--- src/rtl/shared_wide_adder_seq_if.sv ---
// Request/result bundle for shared_wide_adder_seq: two operand requesters and one result port.
interface shared_wide_adder_seq_if #(
    parameter int unsigned WIDTH = 32
) ();
    logic             req0_valid;
    logic             req0_ready;
    logic [WIDTH-1:0] req0_a;
    logic [WIDTH-1:0] req0_b;
    logic             req0_cin;

    logic             req1_valid;
    logic             req1_ready;
    logic [WIDTH-1:0] req1_a;
    logic [WIDTH-1:0] req1_b;
    logic             req1_cin;

    logic             res_valid;
    logic             res_ready;
    logic [WIDTH-1:0] res_sum;
    logic             res_cout;
    logic             res_id;
    logic             res_ovf;

    modport slave (
        input  req0_valid, req0_a, req0_b, req0_cin,
        input  req1_valid, req1_a, req1_b, req1_cin,
        input  res_ready,
        output req0_ready, req1_ready,
        output res_valid, res_sum, res_cout, res_id, res_ovf
    );

    modport master (
        output req0_valid, req0_a, req0_b, req0_cin,
        output req1_valid, req1_a, req1_b, req1_cin,
        output res_ready,
        input  req0_ready, req1_ready,
        input  res_valid, res_sum, res_cout, res_id, res_ovf
    );
endinterface

--- src/rtl/shared_wide_adder_seq.sv ---
// Round-robin sequencer time-sharing one 8-bit adder slice between two requesters, LSB first.
// Define OVERFLOW_DETECT_EN to capture signed overflow of the top slice into res_ovf.
module shared_wide_adder_seq #(
    parameter int unsigned WIDTH = 32
) (
    input logic                    clk,
    input logic                    rst_n,
    shared_wide_adder_seq_if.slave bus
);
    localparam int unsigned NSLICE = WIDTH / 8;
    localparam int unsigned IDX_W = (NSLICE > 1) ? $clog2(NSLICE) : 1;
    localparam logic [IDX_W-1:0] LAST_IDX = IDX_W'(NSLICE - 1);

    localparam logic [1:0] StIdle = 2'd0;
    localparam logic [1:0] StRun  = 2'd1;
    localparam logic [1:0] StDone = 2'd2;

    logic [1:0]       state_q;
    logic             last_grant_q;
    logic             id_q;
    logic             carry_q;
    logic             cout_q;
    logic [IDX_W-1:0] idx_q;
    logic [WIDTH-1:0] a_q;
    logic [WIDTH-1:0] b_q;
    logic [WIDTH-1:0] sum_q;

    logic       grant;
    logic       accept;
    logic [7:0] slice_a;
    logic [7:0] slice_b;
    logic [7:0] slice_s;
    logic       slice_c;

    // With both requesters valid, the one that did not win last time goes next.
    always_comb begin
        if (bus.req0_valid && bus.req1_valid) begin
            grant = ~last_grant_q;
        end else begin
            grant = bus.req1_valid;
        end
    end

    assign bus.req0_ready = (state_q == StIdle) && bus.req0_valid && !grant;
    assign bus.req1_ready = (state_q == StIdle) && bus.req1_valid && grant;
    assign accept         = bus.req0_ready || bus.req1_ready;

    assign slice_a = a_q[{idx_q, 3'b000} +: 8];
    assign slice_b = b_q[{idx_q, 3'b000} +: 8];
    assign {slice_c, slice_s} = {1'b0, slice_a} + {1'b0, slice_b} + {8'd0, carry_q};

    always_ff @(posedge clk or negedge rst_n) begin
        if (!rst_n) begin
            state_q      <= StIdle;
            last_grant_q <= 1'b1;
            id_q         <= 1'b0;
            carry_q      <= 1'b0;
            cout_q       <= 1'b0;
            idx_q        <= '0;
            a_q          <= '0;
            b_q          <= '0;
            sum_q        <= '0;
        end else begin
            case (state_q)
                StIdle: begin
                    if (accept) begin
                        a_q          <= grant ? bus.req1_a : bus.req0_a;
                        b_q          <= grant ? bus.req1_b : bus.req0_b;
                        carry_q      <= grant ? bus.req1_cin : bus.req0_cin;
                        id_q         <= grant;
                        last_grant_q <= grant;
                        idx_q        <= '0;
                        state_q      <= StRun;
                    end
                end
                StRun: begin
                    sum_q[{idx_q, 3'b000} +: 8] <= slice_s;
                    carry_q <= slice_c;
                    idx_q   <= idx_q + 1'b1;
                    if (idx_q == LAST_IDX) begin
                        cout_q  <= slice_c;
                        state_q <= StDone;
                    end
                end
                StDone: begin
                    if (bus.res_ready) begin
                        state_q <= StIdle;
                    end
                end
                default: state_q <= StIdle;
            endcase
        end
    end

    assign bus.res_valid = (state_q == StDone);
    assign bus.res_sum   = sum_q;
    assign bus.res_cout  = cout_q;
    assign bus.res_id    = id_q;

`ifdef OVERFLOW_DETECT_EN
    logic ovf_q;

    // Carry into bit 7 of the top byte is recovered from the sum bit and its two operand bits.
    always_ff @(posedge clk or negedge rst_n) begin
        if (!rst_n) begin
            ovf_q <= 1'b0;
        end else if (state_q == StRun && idx_q == LAST_IDX) begin
            ovf_q <= slice_c ^ (slice_a[7] ^ slice_b[7] ^ slice_s[7]);
        end
    end

    assign bus.res_ovf = ovf_q;
`else
    assign bus.res_ovf = 1'b0;
`endif

endmodule
--- src/flat_wrapper.sv ---
// flat-port wrapper written by rule: the top's interface ports become plain ports
module shared_wide_adder_seq_flat 
#(
    parameter int unsigned WIDTH = 32
)
  (clk, rst_n, bus_req0_valid, bus_req0_a, bus_req0_b, bus_req0_cin, bus_req1_valid, bus_req1_a, bus_req1_b, bus_req1_cin, bus_res_ready, bus_req0_ready, bus_req1_ready, bus_res_valid, bus_res_sum, bus_res_cout, bus_res_id, bus_res_ovf);
  shared_wide_adder_seq_if #(.WIDTH(WIDTH)) bus_i ();
  input logic clk;
  input logic rst_n;
  input wire logic [$bits(bus_i.req0_valid)-1:0] bus_req0_valid;
  input wire logic [$bits(bus_i.req0_a)-1:0] bus_req0_a;
  input wire logic [$bits(bus_i.req0_b)-1:0] bus_req0_b;
  input wire logic [$bits(bus_i.req0_cin)-1:0] bus_req0_cin;
  input wire logic [$bits(bus_i.req1_valid)-1:0] bus_req1_valid;
  input wire logic [$bits(bus_i.req1_a)-1:0] bus_req1_a;
  input wire logic [$bits(bus_i.req1_b)-1:0] bus_req1_b;
  input wire logic [$bits(bus_i.req1_cin)-1:0] bus_req1_cin;
  input wire logic [$bits(bus_i.res_ready)-1:0] bus_res_ready;
  output wire logic [$bits(bus_i.req0_ready)-1:0] bus_req0_ready;
  output wire logic [$bits(bus_i.req1_ready)-1:0] bus_req1_ready;
  output wire logic [$bits(bus_i.res_valid)-1:0] bus_res_valid;
  output wire logic [$bits(bus_i.res_sum)-1:0] bus_res_sum;
  output wire logic [$bits(bus_i.res_cout)-1:0] bus_res_cout;
  output wire logic [$bits(bus_i.res_id)-1:0] bus_res_id;
  output wire logic [$bits(bus_i.res_ovf)-1:0] bus_res_ovf;
  assign bus_i.req0_valid = bus_req0_valid;
  assign bus_i.req0_a = bus_req0_a;
  assign bus_i.req0_b = bus_req0_b;
  assign bus_i.req0_cin = bus_req0_cin;
  assign bus_i.req1_valid = bus_req1_valid;
  assign bus_i.req1_a = bus_req1_a;
  assign bus_i.req1_b = bus_req1_b;
  assign bus_i.req1_cin = bus_req1_cin;
  assign bus_i.res_ready = bus_res_ready;
  assign bus_req0_ready = bus_i.req0_ready;
  assign bus_req1_ready = bus_i.req1_ready;
  assign bus_res_valid = bus_i.res_valid;
  assign bus_res_sum = bus_i.res_sum;
  assign bus_res_cout = bus_i.res_cout;
  assign bus_res_id = bus_i.res_id;
  assign bus_res_ovf = bus_i.res_ovf;
  shared_wide_adder_seq #(.WIDTH(WIDTH)) u_core (.clk(clk), .rst_n(rst_n), .bus(bus_i));
endmodule
--- config.mk ---
export PLATFORM = sky130hd
export DESIGN_NAME = shared_wide_adder_seq_flat
export DESIGN_NICKNAME = d
export VERILOG_FILES = /design/src/rtl/shared_wide_adder_seq_if.sv /design/src/rtl/shared_wide_adder_seq.sv /design/src/flat_wrapper.sv
export SDC_FILE = /design/constraint.sdc
export NUM_CORES = 1
export LEC_CHECK = 0
export ABC_AREA = 0
export CORE_ASPECT_RATIO = 1.1
export CORE_MARGIN = 1.5
export CORE_UTILIZATION = 45
export CTS_CLUSTER_SIZE = 40
export DETAILED_ROUTE_END_ITERATION = 8
export GPL_TIMING_DRIVEN = 0
export HOLD_SLACK_MARGIN = 0.05
export PLACE_DENSITY = 0.79
export SYNTH_ARGS = -nofsm -noshare
export SYNTH_HDL_FRONTEND = slang
export SYNTH_SLANG_ARGS = --single-unit
--- constraint.sdc ---
create_clock -name clk -period 3.85 [get_ports clk]
set_input_delay 0.77 -clock clk [delete_from_list [all_inputs] [get_ports clk]]
set_output_delay 0.77 -clock clk [all_outputs]
set_load 0.01 [all_outputs]
# After elaboration in Yosys (flattened, before gate mapping)
# Cells that the tools add are included.
# word_totals
regBits	104
latch_bits	0
ram_bits	0
mem_bits_ro	0
in_bits	135
output_inout_bits	38
elab_cells	50
n_memories	0
# classes
add_sub_neg	4
multipliers	0
div_mod_pow	0
n_lt_le_gt_ge	0
n_eq_ne	6
n_shift	4
mux	13
bitwise_logic	1
n_reduce_logical	13
# ops
op	n
32-bit two-way mux	2
32-bit by 6-bit indexed part select with 8-bit output	2
32-bit bitwise mux	1
8-bit by 7-bit variable shift with 32-bit output, first input constant	1
8-bit by 7-bit indexed part select with 32-bit output	1
8-bit by 8-bit adder with 9-bit output	1
9-bit by 1-bit adder with 9-bit output	1
2-bit two-way mux	4
5-bit negator with 7-bit output	1
2-bit one-hot mux with 3 select lines	1
2-bit AND reduction	3
1-bit logical AND	5
2-bit equality test, second input constant	2
2-bit by 1-bit != test with 1-bit output, second input constant	2
2-bit one-hot mux with 2 select lines	1
1-bit two-way mux	3
3-bit AND reduction	1
2-bit by 1-bit adder with 2-bit output, second input constant	1
2-bit by 1-bit equality test with 1-bit output, second input constant	1
2-bit zero test	1
2-bit != test, second input constant	1
1-bit one-hot mux with 2 select lines	1
2-bit nonzero test	1
1-bit zero test	1
2 further kinds	2

# Logic depth before layout (Yosys ltp)
# Gate-level depths: netlist of the first run.
# logic_depth
depth_word	7
mapped_depth	10
mapped_depth_nobuf	8

# Worst setup path before layout of the first run
# OpenSTA, ideal clock, no wires.
# synth_timing
kind	reg2reg
start	register u_core.idx_q[0]
end	register u_core.sum_q[30] (netlist: u_core.bus.res_sum[30])
setup_time_ps	121
arrival_ps	2907
required_time_ps	3729
path_slack_ps	822
path_stages_with_launch	10
path_buffers	1
period_less_slack_ps	3028
path_cell_list	dfrtp_1 buf_2 mux4_2 fa_1 fa_1 a21oi_1 o21ai_0 a211oi_1 nor2_1 a22o_1
# synth_between
elab_chain_cells	5
elab_cells_between_ends	8
cone_classes	3 x add/sub; 4 x shift; 1 x mux
# synth_lines
item	line_no	source
from (decl)	shared_wide_adder_seq.sv:23	logic [IDX_W-1:0] idx_q;
from (signal assigned)	shared_wide_adder_seq.sv:79	idx_q <= idx_q + 1'b1;
32-bit by 6-bit indexed part select with 8-bit output (on tied branches)	shared_wide_adder_seq.sv:48, shared_wide_adder_seq.sv:49	
8-bit by 8-bit adder with 9-bit output	shared_wide_adder_seq.sv:50	assign {slice_c, slice_s} = {1'b0, slice_a} + {1'b0, slice_b} + {8'd0, carry_q};
9-bit by 1-bit adder with 9-bit output	shared_wide_adder_seq.sv:50	
8-bit by 7-bit indexed part select with 32-bit output	shared_wide_adder_seq.sv:77	sum_q[{idx_q, 3'b000} +: 8] <= slice_s;
32-bit bitwise mux (*)	shared_wide_adder_seq.sv:77	
to (signal, indexed assignment)	shared_wide_adder_seq.sv:77	
to (decl)	shared_wide_adder_seq.sv:26	logic [WIDTH-1:0] sum_q;
# Every way passes the cells marked *; elsewhere a longest branch is shown, timed or not.
# A chain may end at the register's enable or synchronous reset.

# Worst setup path in the final report of the first run
# layout_timing
start	input port bus_req1_valid
end	output port bus_req0_ready
# layout_between
elab_chain_cells	4
# layout_lines
item	line_no	source
from (decl)	flat_wrapper.sv:14	input wire logic [$bits(bus_i.req1_valid)-1:0] bus_req1_valid;
1-bit logical AND	shared_wide_adder_seq.sv:37	if (bus.req0_valid && bus.req1_valid) begin
1-bit two-way mux (*)	shared_wide_adder_seq.sv:37	
1-bit zero test (*)	shared_wide_adder_seq.sv:44	assign bus.req0_ready = (state_q == StIdle) && bus.req0_valid && !grant;
1-bit logical AND (*)	shared_wide_adder_seq.sv:44	
to (decl)	flat_wrapper.sv:19	output wire logic [$bits(bus_i.req0_ready)-1:0] bus_req0_ready;
# Marks and branches as above.

==> results.py, run 1 <==
metrics = {
    "status": {
        "run_status": "complete, no violations",
    },
    "timing": {
        "finalSetupViolCount": 0,
        "hold_slack_ps": 434,
        "timing.slew.headroom": 0.591,
        "max_slew_violation_count": 0,
        "timing.final.hold_violations": 0,
        "fmax_mhz": 290,
        "rsz0062_at_grt": "false",
        "worst_slew_pin_slew_ps": 613,
        "fin_crit_sh": 0.896,
        "timing.final.ws_setup_ps": 399,
        "worst_clock_skew_ps": 5.86,
        "min_period_ps": 3450,
    },
    "setup_path": {
        "startpoint": "bus_req1_valid",
        "cp_data_arrival_time_ps": 2680,
        "cp_num_buf_inv": 4,
        "worstPathMaxFanout": 10,
        "worst_ep_required_time_ps": 3080,
        "worst_path_max_stage_delay_ps": 520,
        "setup.worst_path.class": "in -> out",
        "slowest_stage": "sky130_fd_sc_hd__clkdlybuf4s50_1",
        "cp_top_family": "buffers and inverters",
        "startpoint_type": "input pin",
        "critical_path.reg2reg.startpoint": "u_core.idx_q[1]$_DFFE_PN0P_",
        "path_cells": "clkdlybuf4s50_1 > a21boi_2 > buf_4 > buf_4 > nor2_1 > clkdlybuf4s50_1",
        "endpoint_kind": "output pin",
    },
    "die": {
        "row_count": 41,
        "initial_core_util": 0.462,
        "io_pins": 173,
        "die-area_mm2": 0.0124,
        "core_area_mm2": 0.0114,
        "die_w_um": 106,
        "floorplan.die.height_um": 117,
    },
    "clock_tree": {
        "numCtsBuffers": 9,
        "cts_setup_buffers": 0,
        "max-clock-path-buffers": 2,
        "clkLatencyLatePin_ps": 340,
        "clock_tree_from_tritoncts": "built",
        "cts_htree_levels": 3,
        "root_buffer": "sky130_fd_sc_hd__clkbuf_16",
        "cts.sinks": 104,
        "clk_transition_reported_paths_ps": 70,
    },
    "yosys": {
        "syn_avg_cell_area_um2": 11.6,
        "netlist.top_cell.by_area": "sky130_fd_sc_hd__dfrtp_1",
        "synth_sequential_area_ratio": 0.492,
        "yosys.cell_count.top_type": "sky130_fd_sc_hd__dfrtp_1",
        "ys.flop_type": "sky130_fd_sc_hd__dfrtp_1",
        "netlist_top_cells_count": "sky130_fd_sc_hd__dfrtp_1, sky130_fd_sc_hd__nand2_1, sky130_fd_sc_hd__o21ai_1",
        "post_synthesis_instance_total": 455,
        "synth_enable_flop_cells": 0,
        "synth-async-reset-ratio": 1.00,
        "post_synth_main_area_contributors": "sky130_fd_sc_hd__dfrtp_1, sky130_fd_sc_hd__mux2i_1, sky130_fd_sc_hd__mux4_2",
        "synth_nets": 605,
        "syn_area_mm2": 0.00529,
        "yosysTopAreaCellShare": 0.487,
        "ys_types": 44,
        "synth_warnings": 0,
        "yosys_register_bits": 104,
    },
    "routing": {
        "route.vias.total": 4385,
        "antenna_left": 0,
        "routed_wire_length_per_instance_um": 17.8,
        "detail_route.vias_per_cell": 5.53,
        "drt-total-wl_mm": 14.1,
        "drt-pass1-iter-count": 5,
        "drt-initial-drc-count": 232,
        "route.detailed.drc": 0,
    },
    "place": {
        "place.gp.congestion": 0.871,
        "buffer_ports.inserted": 171,
        "hpwl_mm": 11.1,
        "placed_cells": 777,
        "placement.setup.worst_slack_ps": 292,
    },
    "global_routing": {
        "antenna_violations_before_repair": 0,
        "grt_pass1_wl_mm": 22.3,
        "grt.overflow.total": 0,
        "gr-usage-met1": 0.304,
        "groute.layer.met3.usage": 0.0346,
        "via_count_of_the_first_global_routing_pass": 4349,
        "grt_max_degree": 59,
        "groute.usage.overall": 0.232,
        "grt_most_used_layer": "met2",
        "groute.layer.met2.usage": 0.398,
    },
    "power_and_ir_drop": {
        "vdd.ir_drop.worst_mv": 0.436,
        "cellPowerDensity_mw_per_mm2": 849,
        "p_leak_nw": 3.30,
    },
    "finish": {
        "antenna_cells_inserted": 0,
        "final.fill_count": 872,
        "design.final.nets": 788,
        "layout_cell_share_with_drive_strength_beyond_1": 0.104,
        "syn_to_final_growth_pct": 42.4,
        "finalNonFillerCells": 793,
    },
    "flow_run": {
        "maxCapViolCount": 0,
    },
    "min_path": {
        "timing.hold.worst.class": "in -> async",
    },
}
-- worst paths after layout --
| path | end | slack, ps | cells past startpoint |
|---|---|---|---|
| min reg2reg | u_core.bus.res_id$_DFFE_PN0P_ | 480 | 1 |
| max reg2reg | u_core.bus.res_sum[30]$_DFFE_PN0P_ | 440 | 10 |
| min | u_core.bus.res_sum[10]$_DFFE_PN0P_ | 430 | 1 |
| min in group clk | u_core.bus.res_id$_DFFE_PN0P_ | 480 | 1 |
| max in group asynchronous | u_core.last_grant_q$_DFFE_PN1P_ | 2700 | 2 |
| max | bus_req0_ready | 400 | 6 |
-- timing repair --
item	CTS	global route
hold buffers	0	0
setup endpoints to repair	0	2
endpoints found under the hold margin	0	0
gates resized for setup	0	2
-- cell type report --
type / instances / area [um2] / area share
timing repair buffer: 172 / 1740 / 0.231
inverter: 6 / 22.5 / 0.00299
clock inverter: 5 / 63.8 / 0.00847
tap: 150 / 188 / 0.0249
clock buffer: 11 / 253 / 0.0336
buffer: 27 / 146 / 0.0194
sequential: 104 / 2600 / 0.346
multi-input combinational: 318 / 2520 / 0.334
-- layout by cell type, fill, tap and decap left out, types with 6 or more instances in the layout --
| master | synthesis | routed |
|---|---|---|
| sky130_fd_sc_hd__o21ai_1 | 66 | 66 |
| sky130_fd_sc_hd__nand2_1 | 69 | 69 |
| sky130_fd_sc_hd__mux4_2 | 16 | 16 |
| sky130_fd_sc_hd__a21oi_1 | 9 | 9 |
| sky130_fd_sc_hd__clkbuf_16 | 0 | 9 |
| sky130_fd_sc_hd__clkbuf_1 | 9 | 8 |
| sky130_fd_sc_hd__dfrtp_1 | 103 | 103 |
| sky130_fd_sc_hd__clkdlybuf4s50_1 | 0 | 170 |
| sky130_fd_sc_hd__ha_1 | 13 | 13 |
| sky130_fd_sc_hd__buf_4 | 5 | 6 |
| sky130_fd_sc_hd__a22o_1 | 32 | 32 |
| sky130_fd_sc_hd__mux2i_1 | 65 | 65 |
| sky130_fd_sc_hd__buf_2 | 11 | 11 |
-- stage by stage --
step | setup TNS [ps] | area, um2 | util | power (mW)
global route | 0 | 7530 | 0.658 | 6.85
detailed placement | 0 | 7210 | 0.631 | 5.45
CTS | 0 | 7530 | 0.658 | 6.41
floorplan | 0 | 5290 | - | 4.18
global placement | -165910 | 7190 | 0.628 | 5.27
finish | 0 | 7530 | 0.658 | 6.40
-- cells by family (layout without fill, tap and decap cells) --
family | Yosys count | count (layout) | synth area share
other | 1 | 1 | 0.000709
buffers and inverters | 33 | 221 | 0.0317
xor gates and xnor gates | 4 | 4 | 0.00663
muxes | 81 | 81 | 0.191
adders and majority gates | 15 | 15 | 0.0383
DFF | 104 | 104 | 0.492
and+or+nand+nor | 91 | 91 | 0.0892
AOI/OAI and AO/OA | 126 | 126 | 0.150
-- state kept, by name, summed over array words and instances, names as in the netlist --
register / count
u_core.a_q: 32
u_core.carry_q: 1
u_core.bus.res_sum: 32
u_core.last_grant_q: 1
u_core.idx_q: 2
u_core.state_q: 2
u_core.bus.res_cout: 1
u_core.b_q: 32
u_core.bus.res_id: 1
-- power breakdown --
part	internal [mW]	switching, mW
registers	1.61	0.329
clock network	0.544	0.409
logic	1.56	1.94
total	3.71	2.68
-- metal layers --
metal  wire (um)  vias up  share of wire
met5           0        -              0
met4         236        0          0.017
met3         840       20          0.060
met2        7430      170           0.53
met1        5580     2158           0.40
li1            -     2037              -
(Power assumes the default switching activity.)
==> run 2: changes to the inputs <==
CELL_PAD_IN_SITES_DETAIL_PLACEMENT = 0   (was unset)
CELL_PAD_IN_SITES_GLOBAL_PLACEMENT = 1   (was unset)
CORE_UTILIZATION = 36   (was 45)
PLACE_DENSITY = unset   (was 0.79)
PLACE_DENSITY_LB_ADDON = 0.1   (was unset)
SETUP_SLACK_MARGIN = 0.5   (was unset)
==> results.py, run 2 (synthesis gave the netlist of run 1 again) <==
metrics = {
    "timing": {
        "worst_slew_pin_slew_ps": 631,
        "fin_crit_sh": 0.842,
        "timing.slew.headroom": 0.579,
        "rsz0062_at_grt": "false",
        "finalSetupViolCount": 0,
        "hold_slack_ps": 425,
        "max_slew_violation_count": 0,
        "totalNegativeSetupSlack_ps": 0,
        "min_period_ps": 3240,
        "timing.final.hold_violations": 0,
        "fmax_mhz": 309,
        "worst_clock_skew_ps": 5.95,
    },
    "place": {
        "buffer_ports.inserted": 171,
        "postPlaceCellArea_mm2": 0.00727,
        "place.gp.congestion": 0.829,
        "hpwl_mm": 11.4,
    },
    "power_and_ir_drop": {
        "power_switching_share": 0.413,
        "clkPwrFrac": 0.158,
        "cellPowerDensity_mw_per_mm2": 851,
        "total_switching_power_mw": 2.69,
        "vdd.ir_drop.worst_mv": 0.464,
        "p_leak_nw": 3.33,
        "power.total_mw": 6.51,
        "pwr-share-comb": 0.545,
        "internal_cell_power_mw": 3.82,
        "seq_power_share": 0.297,
    },
    "routing": {
        "routed_wire_length_per_instance_um": 17.6,
        "antenna_left": 0,
        "drt-pass1-iter-count": 4,
        "route.detailed.drc": 0,
        "route.vias.total": 4187,
        "detail_route.vias_per_cell": 5.01,
        "drt-initial-drc-count": 222,
        "drt-total-wl_mm": 14.7,
    },
    "setup_path": {
        "cp_data_arrival_time_ps": 2470,
        "endpoint_kind": "output pin",
        "startpoint_type": "input pin",
        "worst_ep_required_time_ps": 3080,
        "reg2reg_slack_ps": 700,
        "setup.worst_path.class": "in -> out",
        "worstPathMaxFanout": 10,
    },
    "finish": {
        "design.final.nets": 789,
        "layout.cell_area.non_filler_mm2": 0.00765,
        "post-route-util": 0.532,
        "most-common-layout-cells": "sky130_fd_sc_hd__clkdlybuf4s50_1, sky130_fd_sc_hd__dfrtp_1, sky130_fd_sc_hd__nand2_1, sky130_fd_sc_hd__o21ai_1, sky130_fd_sc_hd__mux2i_1",
        "layout_commonest_cell": "sky130_fd_sc_hd__clkdlybuf4s50_1",
        "antenna_cells_inserted": 0,
        "syn_to_final_growth_pct": 44.6,
        "layout_cell_share_with_drive_strength_beyond_1": 0.110,
    },
    "status": {
        "run_status": "complete, no violations",
    },
    "die": {
        "die_w_um": 119,
        "die-area_mm2": 0.0154,
        "row_count": 46,
        "initial_core_util": 0.368,
        "io_pins": 173,
        "core_area_mm2": 0.0144,
        "floorplan.die.height_um": 130,
    },
    "clock_tree": {
        "max-clock-path-buffers": 2,
        "clock_tree_from_tritoncts": "built",
        "cts.sinks": 104,
        "numCtsBuffers": 9,
        "clkLatencyLatePin_ps": 350,
        "cts_hold_buffers": 0,
        "cts_htree_levels": 3,
        "clk_transition_reported_paths_ps": 70,
        "root_buffer": "sky130_fd_sc_hd__clkbuf_16",
    },
    "global_routing": {
        "grt.overflow.total": 0,
        "antenna_violations_before_repair": 0,
        "groute.usage.overall": 0.194,
        "via_count_of_the_first_global_routing_pass": 4238,
        "grt_pass1_wl_mm": 22.9,
        "grt_max_degree": 60,
    },
    "min_path": {
        "timing.hold.worst.class": "in -> async",
    },
    "flow_run": {
        "maxCapViolCount": 0,
    },
}
run 2: layout make-up:
class / count / area [um2]
plain buffers: 27 / 165
clock buffers: 12 / 267
clock inverters: 4 / 75.1
fillers: 1351 / 6740
inverters: 6 / 22.5
multi-input cells: 318 / 2530
flip-flops and latches: 104 / 2610
well taps: 192 / 240
repair buffers: 173 / 1740
run 2: through the flow:
step                      std cells  setup slack, ps
after floorplan                 455              822
after global placement          818            -1870
after detailed placement        819              218
after CTS                       836              524
after global routing            836              517
final                           836              609
run 2: repair_timing:
action                                  4_1_cts  5_1_grt
endpoints found under the hold margin         0        0
endpoints found under the setup margin       12        9
gates resized for setup                       5        8
buffers inserted                              1        0
run 2: final timing paths:
path | from | endpoint | cells past startpoint
hold / removal | rst_n | u_core.bus.res_sum[10]$_DFFE_PN0P_ | 1
hold reg to reg | u_core.bus.res_id$_DFFE_PN0P_ | u_core.bus.res_id$_DFFE_PN0P_ | 1
setup / recovery | bus_req1_valid | bus_req0_ready | 6
max in group asynchronous | rst_n | u_core.last_grant_q$_DFFE_PN1P_ | 2
setup reg to reg | u_core.idx_q[1]$_DFFE_PN0P_ | u_core.bus.res_sum[30]$_DFFE_PN0P_ | 10
min in group clk | u_core.bus.res_id$_DFFE_PN0P_ | u_core.bus.res_id$_DFFE_PN0P_ | 1
run 2: layer usage:
| layer | vias to the layer above | share of wire | wire, um | track usage |
|---|---|---|---|---|
| met2 | 116 | 0.48 | 7070 | 0.321 |
| li1 | 2025 | - | - | - |
| met1 | 2039 | 0.47 | 6860 | 0.265 |
| met4 | 0 | 0.0071 | 104 | 0.0510 |
| met3 | 7 | 0.045 | 669 | 0.0358 |
| met5 | - | 0 | 0 | 0 |
run 2: critical path, cell delays in order:
cell	delay [ps]
sky130_fd_sc_hd__clkdlybuf4s50_1	520
sky130_fd_sc_hd__a21boi_4	210
sky130_fd_sc_hd__buf_6	190
sky130_fd_sc_hd__buf_4	240
sky130_fd_sc_hd__nor2_1	70
sky130_fd_sc_hd__clkdlybuf4s50_1	470
run 2: power groups by stage:
| stage | combinational, mW | clock [mW] | sequential, mW |
|---|---|---|---|
| global route | 3.91 | 1.09 | 1.99 |
| floorplan | 2.28 | 0 | 1.90 |
| global placement | 3.47 | 0 | 1.93 |
| finish | 3.55 | 1.03 | 1.93 |
| detailed placement | 3.55 | 0 | 1.94 |
| CTS | 3.57 | 1.04 | 1.93 |
